**config.mk**
```make
export PLATFORM = sky130hd
export DESIGN_NAME = bram_lsu_master
export DESIGN_NICKNAME = d
export VERILOG_FILES = /design/src/rtl/bram_lsu_master.sv
export SDC_FILE = /design/constraint.sdc
export NUM_CORES = 1
export LEC_CHECK = 0
export CAP_MARGIN = 5
export CORE_MARGIN = 3
export CORE_UTILIZATION = 43
export CTS_CLUSTER_SIZE = 30
export DETAILED_ROUTE_END_ITERATION = 6
export PLACE_DENSITY_LB_ADDON = 0.25
export SLEW_MARGIN = 20
export SYNTH_ARGS = -nofsm -noshare
export SYNTH_HDL_FRONTEND = slang
export SYNTH_SLANG_ARGS = --single-unit
```
**constraint.sdc**
```tcl
create_clock -name clkb -period 3.25 [get_ports clkb]
set_clock_uncertainty 0.2 [all_clocks]
set_input_delay 0.65 -clock clkb [delete_from_list [all_inputs] [get_ports clkb]]
set_output_delay 0.65 -clock clkb [all_outputs]
set_load 0.1 [all_outputs]
```
**src/rtl/bram_lsu_master.sv**
```systemverilog
// bram_lsu_master: single-outstanding RV32I load/store initiator for BRAM port B
module bram_lsu_master #(
  parameter int MEM_DEPTH    = 1096,
  parameter int READ_LATENCY = 1
) (
  input  logic        clkb,
  input  logic        rstb,
  input  logic        req_valid,
  output logic        req_ready,
  input  logic        req_we,
  input  logic [2:0]  req_funct3,
  input  logic [31:0] req_addr,
  input  logic [31:0] req_wdata,
  output logic        rsp_valid,
  input  logic        rsp_ready,
  output logic [31:0] rsp_rdata,
  output logic        rsp_err,
  output logic        enb,
  output logic [3:0]  web,
  output logic [31:0] addrb,
  output logic [31:0] dinb,
  input  logic [31:0] doutb,
  input  logic        rstb_busy
);
  typedef enum logic [2:0] {IDLE, ISSUE, WAIT, CAPTURE, RESP} state_t;
  localparam logic [32:0] ADDR_LIMIT = 33'(MEM_DEPTH * 4);
  state_t      state_q;
  logic        we_q, rsp_valid_q, rsp_err_q, enb_q;
  logic [2:0]  f3_q;
  logic [1:0]  lo_q, cnt_q;
  logic [3:0]  web_q;
  logic [31:0] rsp_rdata_q, addrb_q, dinb_q;
  logic        accept, illegal, misaligned, out_of_range, err_d;
  logic [3:0]  web_d;
  logic [15:0] lane_d;
  logic [31:0] dinb_d, rdata_d;

  assign req_ready    = state_q == IDLE && !rstb_busy && !rstb;
  assign accept       = req_valid && req_ready;
  assign illegal      = req_we ? req_funct3 > 3'd2 : req_funct3 == 3'd3 || req_funct3 > 3'd5;
  assign misaligned   = (req_funct3[1:0] == 2'd1 && req_addr[0]) ||
                        (req_funct3[1:0] == 2'd2 && req_addr[1:0] != 2'd0);
  assign out_of_range = {1'b0, req_addr} >= ADDR_LIMIT;
  assign err_d        = illegal || misaligned || out_of_range;
  assign web_d  = req_funct3[1:0] == 2'd0 ? 4'b0001 << req_addr[1:0] :
                  req_funct3[1:0] == 2'd1 ? (req_addr[1] ? 4'b1100 : 4'b0011) : 4'b1111;
  assign dinb_d = req_funct3[1:0] == 2'd0 ? {4{req_wdata[7:0]}} :
                  req_funct3[1:0] == 2'd1 ? {2{req_wdata[15:0]}} : req_wdata;
  // low byte of lane_d is the addressed byte; for halves lo_q[0] is always 0
  assign lane_d  = lo_q[1] ? (lo_q[0] ? {8'h00, doutb[31:24]} : doutb[31:16])
                           : (lo_q[0] ? doutb[23:8] : doutb[15:0]);
  assign rdata_d = f3_q[1:0] == 2'd0 ? {{24{lane_d[7] & !f3_q[2]}}, lane_d[7:0]} :
                   f3_q[1:0] == 2'd1 ? {{16{lane_d[15] & !f3_q[2]}}, lane_d} : doutb;

  always_ff @(posedge clkb) begin
    if (rstb) begin
      state_q     <= IDLE;
      we_q        <= 1'b0;
      f3_q        <= 3'd0;
      lo_q        <= 2'd0;
      cnt_q       <= 2'd0;
      rsp_valid_q <= 1'b0;
      rsp_err_q   <= 1'b0;
      rsp_rdata_q <= 32'd0;
      enb_q       <= 1'b0;
      web_q       <= 4'd0;
      addrb_q     <= 32'd0;
      dinb_q      <= 32'd0;
    end else begin
      enb_q <= 1'b0;
      web_q <= 4'd0;
      case (state_q)
        IDLE: if (accept) begin
          we_q <= req_we;
          f3_q <= req_funct3;
          lo_q <= req_addr[1:0];
          if (err_d) begin
            rsp_err_q <= 1'b1;
            state_q   <= RESP;
          end else begin
            enb_q   <= 1'b1;
            web_q   <= req_we ? web_d : 4'd0;
            addrb_q <= {req_addr[31:2], 2'b00};
            if (req_we) dinb_q <= dinb_d;
            state_q <= ISSUE;
          end
        end
        ISSUE: if (we_q) begin
          rsp_valid_q <= 1'b1;
          state_q     <= RESP;
        end else if (READ_LATENCY > 1) begin
          cnt_q   <= 2'(READ_LATENCY - 2);
          state_q <= WAIT;
        end else state_q <= CAPTURE;
        WAIT: if (cnt_q == 2'd0) state_q <= CAPTURE;
        else cnt_q <= cnt_q - 2'd1;
        CAPTURE: begin
          rsp_rdata_q <= rdata_d;
          rsp_valid_q <= 1'b1;
          state_q     <= RESP;
        end
        // error responses enter RESP with valid low so they surface one edge after accept
        RESP: if (!rsp_valid_q) rsp_valid_q <= 1'b1;
        else if (rsp_ready) begin
          rsp_valid_q <= 1'b0;
          rsp_err_q   <= 1'b0;
          rsp_rdata_q <= 32'd0;
          state_q     <= IDLE;
        end
        default: state_q <= IDLE;
      endcase
    end
  end

  assign rsp_valid = rsp_valid_q;
  assign rsp_err   = rsp_err_q;
  assign rsp_rdata = rsp_rdata_q;
  assign enb       = enb_q;
  assign web       = web_q;
  assign addrb     = addrb_q;
  assign dinb      = dinb_q;
endmodule

```
==> results.yml <==
status:
  outcome: "finished, final reports clean"
yosys:
  average_footprint_of_a_synthesized_cell_um2: 8.97
  synth-seq-area-share_pct: 44.0
  synth.cells.most_frequent: "112 x sky130_fd_sc_hd__dfxtp_1, 60 x sky130_fd_sc_hd__nor2_1, 48 x sky130_fd_sc_hd__a21oi_1"
  syn-cell-area_um2: 5090
  synth_cells: 568
  synthDistinctLibCells: 48
  number_of_enable_type_register_cells_in_the_synthesized_netlist: 0
  postSynth.asyncResetShare_pct: 0
  biggest_area_contributors_in_the_synthesized_netlist: "sky130_fd_sc_hd__dfxtp_1 44%, sky130_fd_sc_hd__mux2i_1 7.3%, sky130_fd_sc_hd__mux2_2 5.3%, sky130_fd_sc_hd__a21oi_1 4.7%, sky130_fd_sc_hd__nor2_1 4.4%"
  yosys.cell_count.top_type: "sky130_fd_sc_hd__dfxtp_1"
  synth-seq-cells: 112
  synth.top_cell.area_share_pct: 44.0
  synth_top_area_cell: "sky130_fd_sc_hd__dfxtp_1"
  yosys_warnings: 0
  dominantRegCellSynth: "sky130_fd_sc_hd__dfxtp_1"
worst_setup_path:
  crit_path_end_kind: "flip-flop"
  slowest_stage: "sky130_fd_sc_hd__nor2_1"
  crit_arrival_ns: 2.77
  critPathMaxFanout: 19
  timing.critical_path.required_ns: 3.34
  path_cells: "clkdlybuf4s50_1 > inv_1 > o311ai_1 > nor4_4 > nor2_1 > and2_1"
  worst_setup_path_start_kind: "input pin"
  critPathMaxStageDelay_ns: 0.60
  critPathKind: "in2reg"
finish:
  ratio_of_cells_with_drive_above_1_in_the_final_layout_pct: 21.1
  fill_cell_total_of_the_finished_layout: 971
  n_antenna_cell: 0
  area_growth_syn_to_layout_pct: 44.1
  num-nets-final: 866
global_route:
  initial_antenna_violation_count: 0
  grt_busiest_layer: "met2"
  grt_remaining_overflow: 0
  grt_usage_pct: 23.6
  global_route.usage.met2_pct: 38.5
  groute.layer.met1.usage_pct: 28.6
  grt_start_max_net_pins: 93
  grt_pass1_vias: 4943
  wire_length_of_the_first_global_routing_pass_um: 24800
  grtUsageMet3_pct: 7.37
clocking:
  clkSinkCount: 112
  cts_htree_levels: 3
  clk_pin_slew_ns: 0.07
  cts_inserted_buffers: 9
  clock_path_buffers: 2
  tritoncts_clock_tree: "built"
  cts_setup_buffers: 0
  worstSkewPairLatency_ns: 0.35
  ctsRootBufferMaster: "sky130_fd_sc_hd__clkbuf_16"
  hold_buffers: 0
  cts_resized: 0
detailed_routing:
  route.antenna.remaining_nets: 0
  drcViolationCount: 0
  sum_of_routed_wire_length_over_all_layers_um: 15700
  number_of_vias_after_detailed_routing: 4915
  drt_iter0_drc: 370
  wire_per_inst_um: 17.4
  routed_via_density: 5.42
  drt_first_pass_iters: 5
floorplan:
  die_x_um: 115
  fp.coreArea_um2: 11500
  overall_die_area_um2: 13200
  initial_core_util_pct: 44.2
  floorplan.io_pins: 209
  rows: 39
  die_y_um: 115
sta:
  maxClockFrequency_mhz: 373
  timing.final.crit_share_pct: 82.5
  grt_setup_unrepaired: "false"
  timing.final.max_slew_violations: 0
  setup_viol_count_final: 0
  finalHoldViolations: 0
  setup_total_negative_slack_ns: 0
  fin_worst_hold_slack_ns: 0.258
  max_slew.worst_pin.slew_ns: 0.884
  finalCriticalPeriod_ns: 2.68
  timing.max_slew.rel_slack_pct: 41.1
place:
  post-dp-hpwl_um: 11900
  numPortBuffers: 206
  gpl.final_weighted_congestion: 0.889
power:
  irDropWorstVdd_v: 0.000205
  leakagePower_uw: 0.00316
  cellPowerDensity_nw_per_um2: 408
run:
  timing.max_cap.violations: 0
worst_hold_path:
  worst_min_path_class: "reg2reg"
## final timing paths
kind / from / to / slack (ns) / cells past startpoint
setup / recovery: req_addr[0] / addrb[22]$_SDFFE_PP0P_ / 0.57 / 6
hold / removal: rsp_rdata[4]$_SDFFE_PP0P_ / rsp_rdata[4]$_SDFFE_PP0P_ / 0.26 / 2
setup reg to reg: state_q[1]$_SDFFE_PP0P_ / rsp_rdata[19]$_SDFFE_PP0P_ / 0.77 / 6
hold reg to reg: rsp_rdata[4]$_SDFFE_PP0P_ / rsp_rdata[4]$_SDFFE_PP0P_ / 0.26 / 2
## flip-flops by register name, indices dropped and copies added (netlist names)
| register | cells |
|---|---|
| cnt_q | 2 |
| we_q | 1 |
| dinb | 32 |
| rsp_rdata | 32 |
| rsp_valid | 1 |
| state_q | 3 |
| addrb | 30 |
| rsp_err | 1 |
| enb | 1 |
| lo_q | 2 |
| f3_q | 3 |
| web | 4 |
## logic make-up after synthesis
logic type,after synthesis,share of synthesized area [%]
other,1,0.0736
AND/OR/NAND/NOR,203,21.2
adder cells (fa/ha/maj),1,0.246
AO/OA/AOI/OAI,127,16.4
buffers and inverters,61,4.91
multiplexers,62,13.0
XOR/XNOR,1,0.172
flip-flops,112,44.0
## metal layers
metal	part of all wire (%)	vias to the layer above
li1	-	2355
met1	42	2288
met4	3.1	0
met5	0	-
met3	8.7	35
met2	46	237
## through the flow
| step | std cells | utilization [%] | setup WS [ns] | area [µm²] | power [µW] |
|---|---|---|---|---|---|
| 6_report | 906 | 63.7 | 0.569 | 7340 | 3000 |
| 5_1_grt | 906 | 63.7 | 0.240 | 7340 | 3110 |
| 4_1_cts | 906 | 63.7 | 0.549 | 7340 | 3010 |
| 3_5_place_dp | 892 | 61.2 | 0.154 | 7050 | 1920 |
| 3_3_place_gp | 891 | 61.2 | 0.293 | 7040 | 1910 |
| 2_1_floorplan | 569 | - | 0.358 | 5110 | 1700 |
## layout make-up
cell class	count	area (µm²)	share of cell area, %
flip-flops and latches	112	2240	30.6
clock inverters	2	38.8	0.529
repair buffers	220	1930	26.3
inverters	21	78.8	1.07
well taps	143	179	2.44
multi-input cells	396	2620	35.7
clock buffers	12	246	3.36
## placed cells by master, fill, tap and decap left out, types with 2 or more instances in the layout
cell type / netlist / routed
sky130_fd_sc_hd__o21ai_0: 22 / 22
sky130_fd_sc_hd__a22o_1: 7 / 7
sky130_fd_sc_hd__nor3_1: 6 / 4
sky130_fd_sc_hd__mux2i_1: 37 / 37
sky130_fd_sc_hd__clkbuf_1: 26 / 2
sky130_fd_sc_hd__a21oi_1: 48 / 48
sky130_fd_sc_hd__o21bai_1: 5 / 5
sky130_fd_sc_hd__and2_1: 20 / 20
sky130_fd_sc_hd__nor4_1: 4 / 4
sky130_fd_sc_hd__nand3_1: 2 / 2
sky130_fd_sc_hd__nor3_4: 1 / 2
sky130_fd_sc_hd__a221o_1: 18 / 18
sky130_fd_sc_hd__o221ai_1: 7 / 7
sky130_fd_sc_hd__inv_1: 20 / 20
sky130_fd_sc_hd__nand2b_1: 21 / 21
sky130_fd_sc_hd__o211ai_1: 4 / 4
sky130_fd_sc_hd__o22ai_1: 7 / 7
sky130_fd_sc_hd__conb_1: 1 / 2
sky130_fd_sc_hd__nand2_1: 34 / 34
sky130_fd_sc_hd__dfxtp_1: 112 / 112
sky130_fd_sc_hd__nand4_1: 2 / 2
sky130_fd_sc_hd__clkbuf_16: 0 / 9
sky130_fd_sc_hd__nor2_1: 60 / 60
sky130_fd_sc_hd__buf_4: 4 / 114
sky130_fd_sc_hd__mux2_2: 24 / 24
sky130_fd_sc_hd__nand3b_1: 13 / 13
sky130_fd_sc_hd__clkdlybuf4s50_1: 0 / 103
sky130_fd_sc_hd__nor2b_1: 32 / 32
sky130_fd_sc_hd__buf_12: 0 / 2
sky130_fd_sc_hd__o31ai_1: 2 / 2
## report_power, final
group | total, µW | switching [µW] | internal [µW]
sequential | 1410 | 22.8 | 1390
clock | 1100 | 489 | 615
combinational | 483 | 265 | 218
## worst max-delay path, delay by kind of cell
kind            cells  cell delay, ns
compound gates      1            0.52
buf+inv             2            0.64
simple gates        3            0.95
(Power assumes the default switching activity.)
==> RTL edit 1: new RTL, same flow settings <==
Put one more register stage on the output `rsp_err`, cleared by the reset. The value now appears one clock later. The other outputs are not delayed to match.
--- a/src/rtl/bram_lsu_master.sv
+++ b/src/rtl/bram_lsu_master.sv
@@ -114,5 +114,11 @@
 
   assign rsp_valid = rsp_valid_q;
-  assign rsp_err   = rsp_err_q;
+  always_ff @(posedge clkb) begin
+    if (rstb) begin
+      rsp_err <= '0;
+    end else begin
+      rsp_err <= rsp_err_q;
+    end
+  end
   assign rsp_rdata = rsp_rdata_q;
   assign enb       = enb_q;
Behaviour: not the same (a bounded check fails within 4 cycles, from zero or initial values and one cycle with rstb high).
==> RTL edit 1 against the unedited design <==
- sequential cell count increased by 1
- worst setup slack got worse by 0.072 ns
- area after synthesis increased by 0.22%
- register-to-register slack improved by 0.13 ns
- critical endpoint is now addrb[21]
- worst hold slack got worse by 0.0095 ns
- cell area increased by 3.8%
- wire length decreased by 4.2%
- total power increased by 20%
- clock power increased by 55%
- via count decreased by 1.7%
- first-iteration DRC count decreased by 15%
- highest routed layer unchanged
- core utilization increased by 2.4 points
==> RTL edit 1: results (changes against the unedited design) <==
| Metric | Value |
|---|---|
| Reg2reg start | `state_q[2] (was state_q[1])` |
| Pre-CTS setup slack | `0.0614 ns (was 0.154 ns)` |
| Clock Latency Late Sink | `0.41 ns (was 0.35 ns)` |
| Post-Syn Instances | `567 (was 568)` |
| R2R setup slack | `0.90 ns (was 0.77 ns)` |
| Cells on worst reg2reg path | `5 (was 6)` |
| Total CTS buffers | `17 (was 9)` |
| Met3 Wirelength | `1290 um (was 1380 um)` |
| Worst-path clk slew | `0.05 ns (was 0.07 ns)` |
| Die area | `0.0132 mm2 (about the same)` |
| Synth area leaders | `dfxtp_1 44%, mux2i_1 7.5%, mux2_2 5.3%, a21oi_1 4.5%, nor2_1 4.5% (was dfxtp_1 44%, mux2i_1 7.3%, mux2_2 5.3%, a21oi_1 4.7%, nor2_1 4.4%)` |
| GR met3 Demand/Resource | `7.53% (was 7.37%)` |
| Drt wl/cell | `16.3 um (was 17.4 um)` |
| Initial DRC count | `313 (was 370)` |
| WL met2 | `7090 um (was 7300 um)` |
| Global Route Usage Sum | `22.2% (was 23.6%)` |
| Pin count of the biggest net entering global routing | `68 (was 93)` |
| Final setup margin | `0.497 ns (was 0.569 ns)` |
| Worst flop-to-flop path endpoint | `rsp_rdata[24] (was rsp_rdata[19])` |
| Outcome | `complete, no violations (unchanged)` |
| Global-route wire length before repair | `23300 um (was 24800 um)` |
| Xor and xnor fraction of the mapped netlist area | `0.172% (about the same)` |
| CP peak stage delay | `0.77 ns (was 0.60 ns)` |
| Post-DP HPWL | `11100 um (was 11900 um)` |
| Met2 GRT Util | `36.7% (was 38.5%)` |
RTL edit 1: how the worst min path moves through the flow:
stage / start / to / slack [ns] / cells past startpoint
after floorplan: rsp_err_q / rsp_err / 0.22 / 2
after global placement: rsp_err_q / rsp_err / 0.24 / 2
after detailed placement: addrb[24] / addrb[24] / 0.25 / 1
after CTS: rsp_err_q / rsp_err / 0.26 / 2
after global routing: addrb[25] / addrb[25] / 0.27 / 1
final: rsp_err_q / rsp_err / 0.25 / 2
RTL edit 1: area by class of cell:
cell class | instances | area, um2 | area share [%]
clock buffer | 20 | 467 | 6.13
clock inverter | 12 | 83.8 | 1.10
inverter | 21 | 78.8 | 1.03
multi-input combinational | 394 | 2620 | 34.3
sequential | 113 | 2260 | 29.7
tap | 143 | 179 | 2.35
timing repair buffer | 220 | 1930 | 25.4
RTL edit 1: where the power goes:
group | switching, mW | internal (mW) | total, mW
Combinational | 0.255 | 0.217 | 0.472
Sequential | 0.0220 | 1.40 | 1.42
Clock | 0.665 | 1.03 | 1.70
==> RTL edit 2: new RTL, same flow settings <==
Without the edit above. `MEM_DEPTH`: 1096 -> 1024.
--- a/src/rtl/bram_lsu_master.sv
+++ b/src/rtl/bram_lsu_master.sv
@@ -1,5 +1,5 @@
 // bram_lsu_master: single-outstanding RV32I load/store initiator for BRAM port B
 module bram_lsu_master #(
-  parameter int MEM_DEPTH    = 1096,
+  parameter int MEM_DEPTH    = 1024,
   parameter int READ_LATENCY = 1
 ) (
Formal check against the unedited RTL: not equivalent (Yosys sat finds a counterexample within 4 cycles, from zero or initial values and one cycle with rstb high).
==> RTL edit 2 against the unedited design <==
- final cell count decreased by 3.2%
- first-iteration DRC count decreased by 14%
- area after synthesis decreased by 0.91%
- sequential cell count unchanged
- total power decreased by 5.7%
- cell area decreased by 1.7%
- core utilization increased by 0.85 points
- worst setup slack got worse by 0.018 ns
- wire length decreased by 4.2%
- non-clock buffer count decreased by 3
- critical path type unchanged
==> RTL edit 2: results (changes against the unedited design) <==
| Metric | Value |
|---|---|
| Outcome | `complete, no violations (unchanged)` |
| Initial DRC count | `320 (was 370)` |
| N_diodes | `0 (unchanged)` |
| Peak supply drop | `0.236 mV (was 0.205 mV)` |
| Cells on worst reg2reg path | `4 (was 6)` |
| Clock Latency Late Sink | `0.34 ns` |
| Worst-path clk slew | `0.07 ns (about the same)` |
| Critical Path Slowest Stage Cell | `nor2_1 (unchanged)` |
| Synth cell count leaders | `112 x dfxtp_1, 60 x nor2_1, 48 x mux2i_1 (was 112 x dfxtp_1, 60 x nor2_1, 48 x a21oi_1)` |
| Filler cells | `942 (was 971)` |
| Global Route Usage Sum | `22.6% (was 23.6%)` |
| Global-route wire length before repair | `23700 um (was 24800 um)` |
| Postcts setup bufs | `0 (unchanged)` |
| H-tree lvl count | `3 (unchanged)` |
| CTS Root Buffer Type | `clkbuf_16 (unchanged)` |
| Seq/Total Area, Yosys | `44.4% (was 44.0%)` |
| IO Port Bufs | `206 (unchanged)` |
| Final WL | `15100 um (was 15700 um)` |
| Final GP Congestion | `0.845 (was 0.889)` |
| Yosys cell types | `54 (was 48)` |
| Total CTS buffers | `9 (unchanged)` |
| Synth area leaders | `dfxtp_1 44%, mux2i_1 9.5%, nor2_1 4.5%, a21oi_1 3.8%, a221o_1 3.2% (was dfxtp_1 44%, mux2i_1 7.3%, mux2_2 5.3%, a21oi_1 4.7%, nor2_1 4.4%)` |
| Crit path from | `req_addr[0] (unchanged)` |
| Pin count of the biggest net entering global routing | `51 (was 93)` |
| Synth Warn # | `0 (unchanged)` |
| Leading register cell type out of synthesis | `dfxtp_1 (unchanged)` |
| CP Max Fanout | `20 (was 19)` |
| HP Class | `reg2reg (unchanged)` |
| Min-Delay Path Depth | `2 (unchanged)` |
| R2R setup slack | `0.72 ns (was 0.77 ns)` |
| Post_cts resized | `0 (unchanged)` |
| Antenna violations before repair | `0 (unchanged)` |
| Worst flop-to-flop path endpoint | `rsp_rdata[0] (was rsp_rdata[19])` |
| Layout cells sized above 1 | `21.6% (was 21.1%)` |
| Critical Path Sink | `addrb[19] (was addrb[22])` |
| Worst-margin pin slew | `1.04 ns (was 0.884 ns)` |
| Post-DP HPWL | `11200 um (was 11900 um)` |
| Asr flop ratio synth | `0% (unchanged)` |
| Nets | `838 (was 866)` |
| Crit path DAT | `2.79 ns (was 2.77 ns)` |
| Via count | `4806 (was 4915)` |
| Reg2reg start | `lo_q[0] (was state_q[1])` |
| Max Buffers Root-to-Sink | `2 (unchanged)` |
| LEAKAGE | `2.87 nW (was 3.16 nW)` |
| Number of global-route vias before repair | `4609 (was 4943)` |
| Pre-Repair DR Iteration Count | `7 (was 5)` |
| CP peak stage delay | `0.73 ns (was 0.60 ns)` |
==> RTL edit 2: cell types whose count changed after synthesis, sizes merged, moves of 7 or more <==
cell / unedited run / this run
a311oi: 1 / 9
mux2: 24 / 1
a22oi: 0 / 7
nor2: 60 / 68
a211oi: 1 / 17
a21oi: 48 / 38
nor2b: 32 / 10
a22o: 7 / 0
mux2i: 37 / 49
nand2b: 21 / 1
==> RTL edit 2: layer usage <==
layer | GRT usage [%] | up-vias | share of wire (%) | routed length (um)
met5 | 0 | - | 0 | 0
met2 | 38.7 | 208 | 48 | 7280
li1 | - | 2335 | - | -
met3 | 4.39 | 25 | 8.1 | 1220
met4 | 7.68 | 0 | 2.4 | 358
met1 | 28.5 | 2238 | 41 | 6210
==> RTL edit 2: cell type report <==
type,instances,share of cell area [%]
flip-flops and latches,112,31.1
clock buffers,10,3.31
inverters,14,0.729
clock inverters,6,0.694
multi-input cells,378,35.3
well taps,140,2.43
repair buffers,217,26.5
==> RTL edit 2: cells by family after synthesis <==
family | synth area share [%]
multiplexers | 10.0
adder cells (fa/ha/maj) | 0.248
flip-flops | 44.4
other | 0.0743
XOR/XNOR | 0.174
buffers and inverters | 5.55
AO/OA/AOI/OAI | 22.6
AND/OR/NAND/NOR | 16.9
==> RTL edit 2: power by group <==
group,switching [mW],internal (mW)
Combinational,0.179,0.177
Sequential,0.0202,1.38
Clock,0.520,0.551
==> RTL edit 2: worst min path at each step <==
stage                             from            to  slack [ns]
after global placement    rsp_rdata[5]  rsp_rdata[5]        0.24
final                     rsp_rdata[3]  rsp_rdata[3]        0.26
after CTS                 rsp_rdata[3]  rsp_rdata[3]        0.26
after global routing         addrb[31]     addrb[31]        0.29
after floorplan               cnt_q[1]      cnt_q[1]        0.28
after detailed placement     addrb[15]     addrb[15]        0.24
==> RTL edit 2: worst max-delay path, delay by kind of cell <==
family / cells / cell delay (ns)
AOI/OAI and AO/OA: 2 / 0.54
and+or+nand+nor: 3 / 1.07
buffers and inverters: 1 / 0.51
==> RTL edit 2: per-stage QoR <==
| stage | hold slack, ns | cells | setup WS (ns) | util, % | instance area, um2 |
|---|---|---|---|---|---|
| 6_report | 0.259 | 877 | 0.551 | 64.6 | 7210 |
| 2_1_floorplan | 0.278 | 551 | 0.192 | - | 5060 |
| 4_1_cts | 0.255 | 877 | 0.421 | 64.5 | 7210 |
| 3_5_place_dp | 0.245 | 861 | 0.121 | 61.9 | 6920 |
| 5_1_grt | 0.286 | 877 | 0.316 | 64.6 | 7210 |
| 3_3_place_gp | 0.243 | 861 | 0.282 | 61.9 | 6920 |
